### config.mk
export PLATFORM = sky130hd
export DESIGN_NAME = fifo_rd_drainer_flat
export DESIGN_NICKNAME = d
export VERILOG_FILES = /design/src/rtl/fifo_rd_drainer_if.sv /design/src/rtl/fifo_rd_drainer.sv /design/src/flat_wrapper.sv
export SDC_FILE = /design/constraint.sdc
export NUM_CORES = 1
export LEC_CHECK = 0
export CAP_MARGIN = 10
export CORE_MARGIN = 2
export CORE_UTILIZATION = 53
export CTS_CLUSTER_SIZE = 12
export DETAILED_ROUTE_END_ITERATION = 10
export GPL_ROUTABILITY_DRIVEN = 0
export MAX_ROUTING_LAYER = met4
export PLACE_DENSITY_LB_ADDON = 0.3
export SLEW_MARGIN = 5
export SYNTH_ARGS = -nofsm -noshare
export SYNTH_HDL_FRONTEND = slang
export SYNTH_SLANG_ARGS = --single-unit
### constraint.sdc
create_clock -name clk -period 7.11 [get_ports clk]
set_clock_uncertainty 0.2 [all_clocks]
set_input_delay 1.422 -clock clk [delete_from_list [all_inputs] [get_ports clk]]
set_output_delay 1.422 -clock clk [all_outputs]
set_load 0.02 [all_outputs]
### src/rtl/fifo_rd_drainer_if.sv
// Bundle of FIFO read-port, stream and control/status signals for fifo_rd_drainer.
// master = drainer side, slave = FIFO/consumer/controller side.
interface fifo_rd_drainer_if #(
  parameter int unsigned DATA_W = 8,
  parameter int unsigned CNT_W  = 4
);
  logic              en;
  logic              flush;
  logic              empty;
  logic              full;
  logic [CNT_W-1:0]  counter;
  logic [DATA_W-1:0] data_out;
  logic              r_en;
  logic              m_valid;
  logic [DATA_W-1:0] m_data;
  logic              m_ready;
  logic              busy;
  logic              ovf_seen;

  modport master (
    input  en, flush, empty, full, counter, data_out, m_ready,
    output r_en, m_valid, m_data, busy, ovf_seen
  );

  modport slave (
    output en, flush, empty, full, counter, data_out, m_ready,
    input  r_en, m_valid, m_data, busy, ovf_seen
  );
endinterface

### src/rtl/fifo_rd_drainer.sv
// Read-side master for a synchronous FIFO: issues r_en, buffers data_out in a
// 2-entry skid buffer and presents it as a valid/ready stream. Optional macro RD_WATERMARK_EN.
module fifo_rd_drainer #(
  parameter int unsigned DATA_W   = 8,
  parameter int unsigned CNT_W    = 4,
  parameter int unsigned WM_LEVEL = 4
) (
  input  logic             clk,
  input  logic             reset,
  fifo_rd_drainer_if.master bus
);

  typedef enum logic {S_IDLE, S_DRAIN} state_t;

  state_t            r_state;
  logic [1:0]        r_occ;
  logic              r_rd_pend;
  logic              r_wr_ptr;
  logic              r_rd_ptr;
  logic [DATA_W-1:0] r_buf [2];
  logic              r_m_valid;
  logic [DATA_W-1:0] r_m_data;
  logic              r_ovf;

  logic              w_pop;
  logic              w_push;
  logic              w_r_en;
  logic              w_start;
  logic [2:0]        w_inflight;
  logic [1:0]        w_occ_nxt;
  logic              w_rd_ptr_nxt;
  logic [DATA_W-1:0] w_head_nxt;

  assign w_pop  = r_m_valid && bus.m_ready;
  assign w_push = r_rd_pend;

  // Words held after this cycle's pop; a new read may only fill a free slot.
  assign w_inflight = 3'(r_occ) + 3'(r_rd_pend) - 3'(w_pop);
  assign w_r_en     = (r_state == S_DRAIN) && bus.en && !bus.empty &&
                      (bus.counter != '0) && (w_inflight < 3'd2);

`ifdef RD_WATERMARK_EN
  assign w_start = bus.en && !bus.empty &&
                   ((bus.counter >= CNT_W'(WM_LEVEL)) || bus.flush);
`else
  logic w_unused;
  assign w_start  = bus.en && !bus.empty;
  assign w_unused = bus.flush ^ WM_LEVEL[0];
`endif

  assign w_occ_nxt    = r_occ + 2'(w_push) - 2'(w_pop);
  assign w_rd_ptr_nxt = r_rd_ptr ^ w_pop;
  // Buffer drains to empty while a word lands: the new head bypasses the array.
  assign w_head_nxt   = (w_push && (r_wr_ptr == w_rd_ptr_nxt)) ? bus.data_out
                                                               : r_buf[w_rd_ptr_nxt];

  always_ff @(posedge clk or negedge reset) begin
    if (!reset) begin
      r_state   <= S_IDLE;
      r_occ     <= '0;
      r_rd_pend <= 1'b0;
      r_wr_ptr  <= 1'b0;
      r_rd_ptr  <= 1'b0;
      r_buf[0]  <= '0;
      r_buf[1]  <= '0;
      r_m_valid <= 1'b0;
      r_m_data  <= '0;
      r_ovf     <= 1'b0;
    end else begin
      unique case (r_state)
        S_IDLE:  if (w_start) r_state <= S_DRAIN;
        S_DRAIN: if ((bus.empty && !r_rd_pend && !w_r_en) || (!bus.en && !r_rd_pend))
                   r_state <= S_IDLE;
        default: r_state <= S_IDLE;
      endcase

      r_rd_pend <= w_r_en;
      if (w_push) begin
        r_buf[r_wr_ptr] <= bus.data_out;
        r_wr_ptr        <= ~r_wr_ptr;
      end
      r_rd_ptr  <= w_rd_ptr_nxt;
      r_occ     <= w_occ_nxt;
      r_m_valid <= (w_occ_nxt != 2'd0);
      if (w_occ_nxt != 2'd0) r_m_data <= w_head_nxt;
      r_ovf     <= r_ovf | bus.full;
    end
  end

  assign bus.r_en     = w_r_en;
  assign bus.m_valid  = r_m_valid;
  assign bus.m_data   = r_m_data;
  assign bus.busy     = (r_state == S_DRAIN) || r_rd_pend || (r_occ != 2'd0);
  assign bus.ovf_seen = r_ovf;

endmodule

### src/flat_wrapper.sv
// flat-port wrapper written by rule: the top's interface ports become plain ports
module fifo_rd_drainer_flat 
#(
  parameter int unsigned DATA_W   = 8,
  parameter int unsigned CNT_W    = 4,
  parameter int unsigned WM_LEVEL = 4
)
  (clk, reset, bus_en, bus_flush, bus_empty, bus_full, bus_counter, bus_data_out, bus_m_ready, bus_r_en, bus_m_valid, bus_m_data, bus_busy, bus_ovf_seen);
  fifo_rd_drainer_if #(.DATA_W(DATA_W), .CNT_W(CNT_W)) bus_i ();
  input  logic clk;
  input  logic reset;
  input wire logic [$bits(bus_i.en)-1:0] bus_en;
  input wire logic [$bits(bus_i.flush)-1:0] bus_flush;
  input wire logic [$bits(bus_i.empty)-1:0] bus_empty;
  input wire logic [$bits(bus_i.full)-1:0] bus_full;
  input wire logic [$bits(bus_i.counter)-1:0] bus_counter;
  input wire logic [$bits(bus_i.data_out)-1:0] bus_data_out;
  input wire logic [$bits(bus_i.m_ready)-1:0] bus_m_ready;
  output wire logic [$bits(bus_i.r_en)-1:0] bus_r_en;
  output wire logic [$bits(bus_i.m_valid)-1:0] bus_m_valid;
  output wire logic [$bits(bus_i.m_data)-1:0] bus_m_data;
  output wire logic [$bits(bus_i.busy)-1:0] bus_busy;
  output wire logic [$bits(bus_i.ovf_seen)-1:0] bus_ovf_seen;
  assign bus_i.en = bus_en;
  assign bus_i.flush = bus_flush;
  assign bus_i.empty = bus_empty;
  assign bus_i.full = bus_full;
  assign bus_i.counter = bus_counter;
  assign bus_i.data_out = bus_data_out;
  assign bus_i.m_ready = bus_m_ready;
  assign bus_r_en = bus_i.r_en;
  assign bus_m_valid = bus_i.m_valid;
  assign bus_m_data = bus_i.m_data;
  assign bus_busy = bus_i.busy;
  assign bus_ovf_seen = bus_i.ovf_seen;
  fifo_rd_drainer #(.DATA_W(DATA_W), .CNT_W(CNT_W), .WM_LEVEL(WM_LEVEL)) u_core (.clk(clk), .reset(reset), .bus(bus_i));
endmodule
# --- Yosys cells after proc, flatten, opt, wreduce, memory -nomap -nowiden ---
# Index checks and enable logic that the tools add are counted.
totals:
  elab_cells: 56
  output_inout_bits: 12
  register_bits: 32
  input_bits: 19
classes:
  n_addsub: 4
  order_cmp: 4
  reduce_logical: 21
  bitwise: 6
  n_eq_ne: 1
  muxes: 10
ops:
  columns: ["cell", "n"]
  rows:
  - ["$mux W8", 5]
  - ["$bwmux W16", 1]
  - ["$logic_and A1 B1 Y1", 11]
  - ["$demux W8 S1", 1]
  - ["$ge A2 B2 Y1 const B", 2]
  - ["$logic_not A1 Y1", 4]
  - ["$not A1 Y2", 2]
  - ["$reduce_bool A2 Y1", 2]
  - ["$reduce_bool A4 Y1", 1]
  - ["$add A2 B1 Y3", 1]
  - ["$logic_or A1 B1 Y1", 3]
  - ["$lt A3 B2 Y1 const B", 1]
  - ["$sub A3 B1 Y3", 1]
  - ["$add A2 B1 Y2", 1]
  - ["$lt A2 B1 Y1 const B", 1]
  - ["$mux W1", 2]
  - ["$not A1 Y1", 2]
  - ["$pmux W1 S2", 1]
  - ["$sub A2 B1 Y2", 1]
  - ["$eq A1 B1 Y1", 1]
  - ["$or A1 B1 Y1", 1]
  - ["$xor A1 B1 Y1", 1]

# --- Longest topological paths before layout ---
depth:
  ltp_word: 9
  ltp_mapped: 10
  mapped_depth_nobuf: 8

# --- Worst setup path after synthesis ---
# No wires, ideal clock.
synth_path:
  path_kind: "input port to output port"
  startpoint: "input port bus_m_ready"
  endpoint: "output port bus_r_en"
  path_slack_ps: 2145
  path_stages: 8
  t_arrival_ps: 3343
  path_cell_list: "and2_0 clkbuf_1 ha_1 inv_1 ha_1 fa_1 nand4bb_1 nor3_1"
synth_between:
  elab_chain_cells: 4
synth_lines:
  columns: ["element", "line", "text"]
  rows:
  - ["from (decl)", "flat_wrapper.sv:18", "input wire logic [$bits(bus_i.m_ready)-1:0] bus_m_ready;"]
  - ["$logic_and A1 B1 Y1", "fifo_rd_drainer.sv:34", "assign w_pop = r_m_valid && bus.m_ready;"]
  - ["$sub A3 B1 Y3", "fifo_rd_drainer.sv:38", "assign w_inflight = 3'(r_occ) + 3'(r_rd_pend) - 3'(w_pop);"]
  - ["via u_core.w_inflight[1]", "fifo_rd_drainer.sv:29", "logic [2:0] w_inflight;"]
  - ["$lt A3 B2 Y1", "fifo_rd_drainer.sv:40", "(bus.counter != '0) && (w_inflight < 3'd2);"]
  - ["$logic_and A1 B1 Y1", "fifo_rd_drainer.sv:40", null]
  - ["to (decl)", "flat_wrapper.sv:19", "output wire logic [$bits(bus_i.r_en)-1:0] bus_r_en;"]
# The timed path passes the listed nets, and every way through them passes these cells.

# --- Worst setup path after layout ---
# Same ends and word-level chain as after synthesis.

==> flow_metrics.tcl <==
set metrics [dict create \
    clock_latency_ps 340 \
    die-area_um2 3200 \
    wl_per_cell_um 18.0 \
    ys_seq_area_frac 0.546 \
    hold_viol_final 0 \
    start_kind "input pin" \
    crit_slowest_cell "clkdlybuf4s50_1" \
    vias 1124 \
    hp-start "u_core.bus.ovf_seen" \
    hold_class "flop to flop" \
    setup_viol 0 \
    ys_async_sr_fraction 1.00 \
    syn_inst 120 \
    leakage_nw 0.821 \
    maxCapViolations 0 \
    status "complete, no violations" \
    drive_gt1_frac 0.200 \
    synth_enable_flop_cells 0 \
    top_usage_layer "met2" \
    nNetsFinal 176 \
    post_cts_buffers 0 \
    fin_ws_ps 1180 \
    drc 0 \
    numCtsBuffers 5 \
    diodes 0 \
    cp.arrival_ps 4310 \
    clock_sinks 32 \
    dp_slack_ps 1190 \
    met3_usage 0.0922 \
    cts_tree "yes" \
    dp.final_hpwl_mm 2.23 \
    min_period_over_period 0.834 \
    final_util 0.702 \
    fin_crit_ps 5930 \
    gr-usage-all-layers 0.248 \
    dr.pass1.iters 4 \
    p_clk_frac 0.193 \
    syn_area_um2 1470 \
    hold_path_end "u_core.bus.ovf_seen" \
    root_buffer "clkbuf_4" \
    vdd_drop_max_mv 0.341 \
    ys_types 27 \
    coreArea_um2 2690 \
    finalMaxSlewViolations 0 \
    rows 19 \
    via_per_inst 6.04 \
    cts_buffer_depth 2 \
    cts.reportedPaths.clkPinSlew_ps 100 \
    drtIter0Drc 36 \
    wl_mm 3.36 \
    grt_overflow_total 0 \
    tns_ps 0 \
    internal-power_mw 0.511 \
    slowest_delay_ps 650 \
    path_cells "clkdlybuf4s50_1 -> and2_0 -> ha_1 -> inv_1 -> ha_1 -> fa_1 -> nand4bb_1 -> nor3_1 -> clkdlybuf4s50_1" \
    yosys.area.top_type "dfrtp_1" \
    powerDensity_nw_per_um2 435 \
    pwr-share-seq 0.368 \
    rsz0062_at_grt "no" \
    fill_cells 210 \
    ant_nets 0 \
    avgSynthCellArea_um2 12.2 \
    critPathCaptureType "output port" \
    use_met1 0.296 \
    worstHoldPathCells 1 \
    p_sw_frac 0.377 \
    port_buffers 29 \
    synthTopCellsByArea "dfrtp_1 (55%), mux2_2 (12%), a221oi_1 (4.8%)" \
    r2r.worst_path.cells 7 \
    rr_startpoint "u_core.bus.m_valid" \
    start_util 0.546 \
    dp.cells 178 \
    grt_pass1_vias 1203 \
    power_frac_comb 0.439 \
    die_h_um 56.6 \
    synth.ff_latch_count 32 \
    grt_first_pass_wirelength_mm 5.65 \
    critPathKind "input pin to output port" \
    final_cells 186 \
    htree_num_levels 2 \
    netlist.area_leader.share 0.546 \
    ctsHoldBuffers 0 \
    syn_nets 142 \
    grt_use_met2 0.369 \
    io_pins 31 \
    antenna_found_initial 0 \
    worst_pin_slew_ps 1150 \
    synth_warnings 0 \
    switching_power_mw 0.309 \
    grt_max_degree 33 \
    slew_headroom 0.229 \
    crit_required_ps 5490 \
    die_w_um 56.6 \
    cts.repair.resized 0 \
    cp_max_fo 3 \
    r2r-end "u_core.bus.m_data[7]" \
    syn2layout_area_growth_pct 28.7 \
    r2r_slack_ps 3870 \
    synth_flop_cell "dfrtp_1" \
    fmax_mhz 169 \
]
[Yosys cell counts (all sizes together) (2+ instances only)]
library cell,number
and3,8
a221oi,8
nand2,11
dfrtp,32
xnor2,2
inv,6
o31ai,8
mux2,16
nor3,9
nor2,2
clkbuf,2
xor2,3
ha,2
[state kept, by name (all words and copies together) (netlist names)]
signal	count
u_core.r_wr_ptr	1
u_core.bus.ovf_seen	1
u_core.bus.m_data	8
u_core.r_rd_pend	1
u_core.r_buf	16
u_core.r_state	1
u_core.bus.m_valid	1
u_core.r_rd_ptr	1
u_core.r_occ	2
[how the worst max path moves through the flow]
| stage | start | slack [ps] | to |
|---|---|---|---|
| final | bus_m_ready | 1180 | bus_r_en |
| after global routing | bus_m_ready | 1030 | bus_r_en |
| after CTS | bus_m_ready | 1180 | bus_r_en |
| after detailed placement | bus_m_ready | 1190 | bus_r_en |
| after global placement | bus_m_ready | 1280 | bus_r_en |
| after floorplan | bus_m_ready | 2150 | bus_r_en |
[worst max-delay path, delay by kind of cell]
family / cells / cell delay [ps]
buf+inv: 3 / 1210
simple gates: 3 / 740
fa+ha+maj: 3 / 920
[routing by layer]
metal	wire [um]	vias to the layer above
met5	0	-
met1	1300	557
li1	-	508
met3	256	8
met4	64	0
met2	1730	51
[cell families after synthesis]
| kind of cell | synth area share |
|---|---|
| xor gates and xnor gates | 0.0452 |
| muxes | 0.123 |
| buffers and inverters | 0.0256 |
| and+or+nand+nor | 0.131 |
| AOI/OAI and AO/OA | 0.0990 |
| adders and majority gates | 0.0307 |
| DFF | 0.546 |
[placed cells by master (no fill, tap or decap)]
cell type         n
clkinv_1          1
buf_4             1
xor2_1            1
xor2_2            2
or4_1             1
bufinv_16         1
dfrtp_1          32
fa_1              1
mux2_2           16
or2_2             1
ha_1              2
and3_1            8
nand3b_1          1
nand4bb_1         1
inv_1             6
nand2_1          11
xnor2_2           1
nor3_1            9
clkbuf_4          5
o21ai_0           1
xnor2_1           1
nor4_1            1
a21bo_2           1
a221oi_1          8
o31ai_1           8
nor2_2            1
clkbuf_8          2
nor2_1            1
clkdlybuf4s50_1  29
and2_0            1
[power groups by stage]
stage          registers [mW]  clock network, mW  logic [mW]
2_1_floorplan           0.319                  0       0.219
5_1_grt                 0.310              0.171       0.393
3_3_place_gp            0.299                  0       0.338
3_5_place_dp            0.304                  0       0.357
6_report                0.302              0.158       0.360
4_1_cts                 0.300              0.162       0.360
[stage by stage]
| step | area, um^2 | hold WS, ps | power, mW |
|---|---|---|---|
| 6_report | 1890 | 268 | 0.820 |
| 5_1_grt | 1890 | 300 | 0.874 |
| 4_1_cts | 1890 | 275 | 0.822 |
| 3_5_place_dp | 1790 | 251 | 0.661 |
| 3_3_place_gp | 1790 | 248 | 0.637 |
| 2_1_floorplan | 1470 | 266 | 0.538 |
[area by class of cell]
type | count | area (um^2) | share of cell area
clock buffer | 7 | 65.1 | 0.0345
clock inverter | 1 | 30.0 | 0.0159
inverter | 7 | 26.3 | 0.0139
multi-input combinational | 78 | 628 | 0.333
sequential | 32 | 801 | 0.424
tap | 31 | 38.8 | 0.0206
timing repair buffer | 30 | 298 | 0.158
Note: power is estimated with default switching activity, not from simulation.
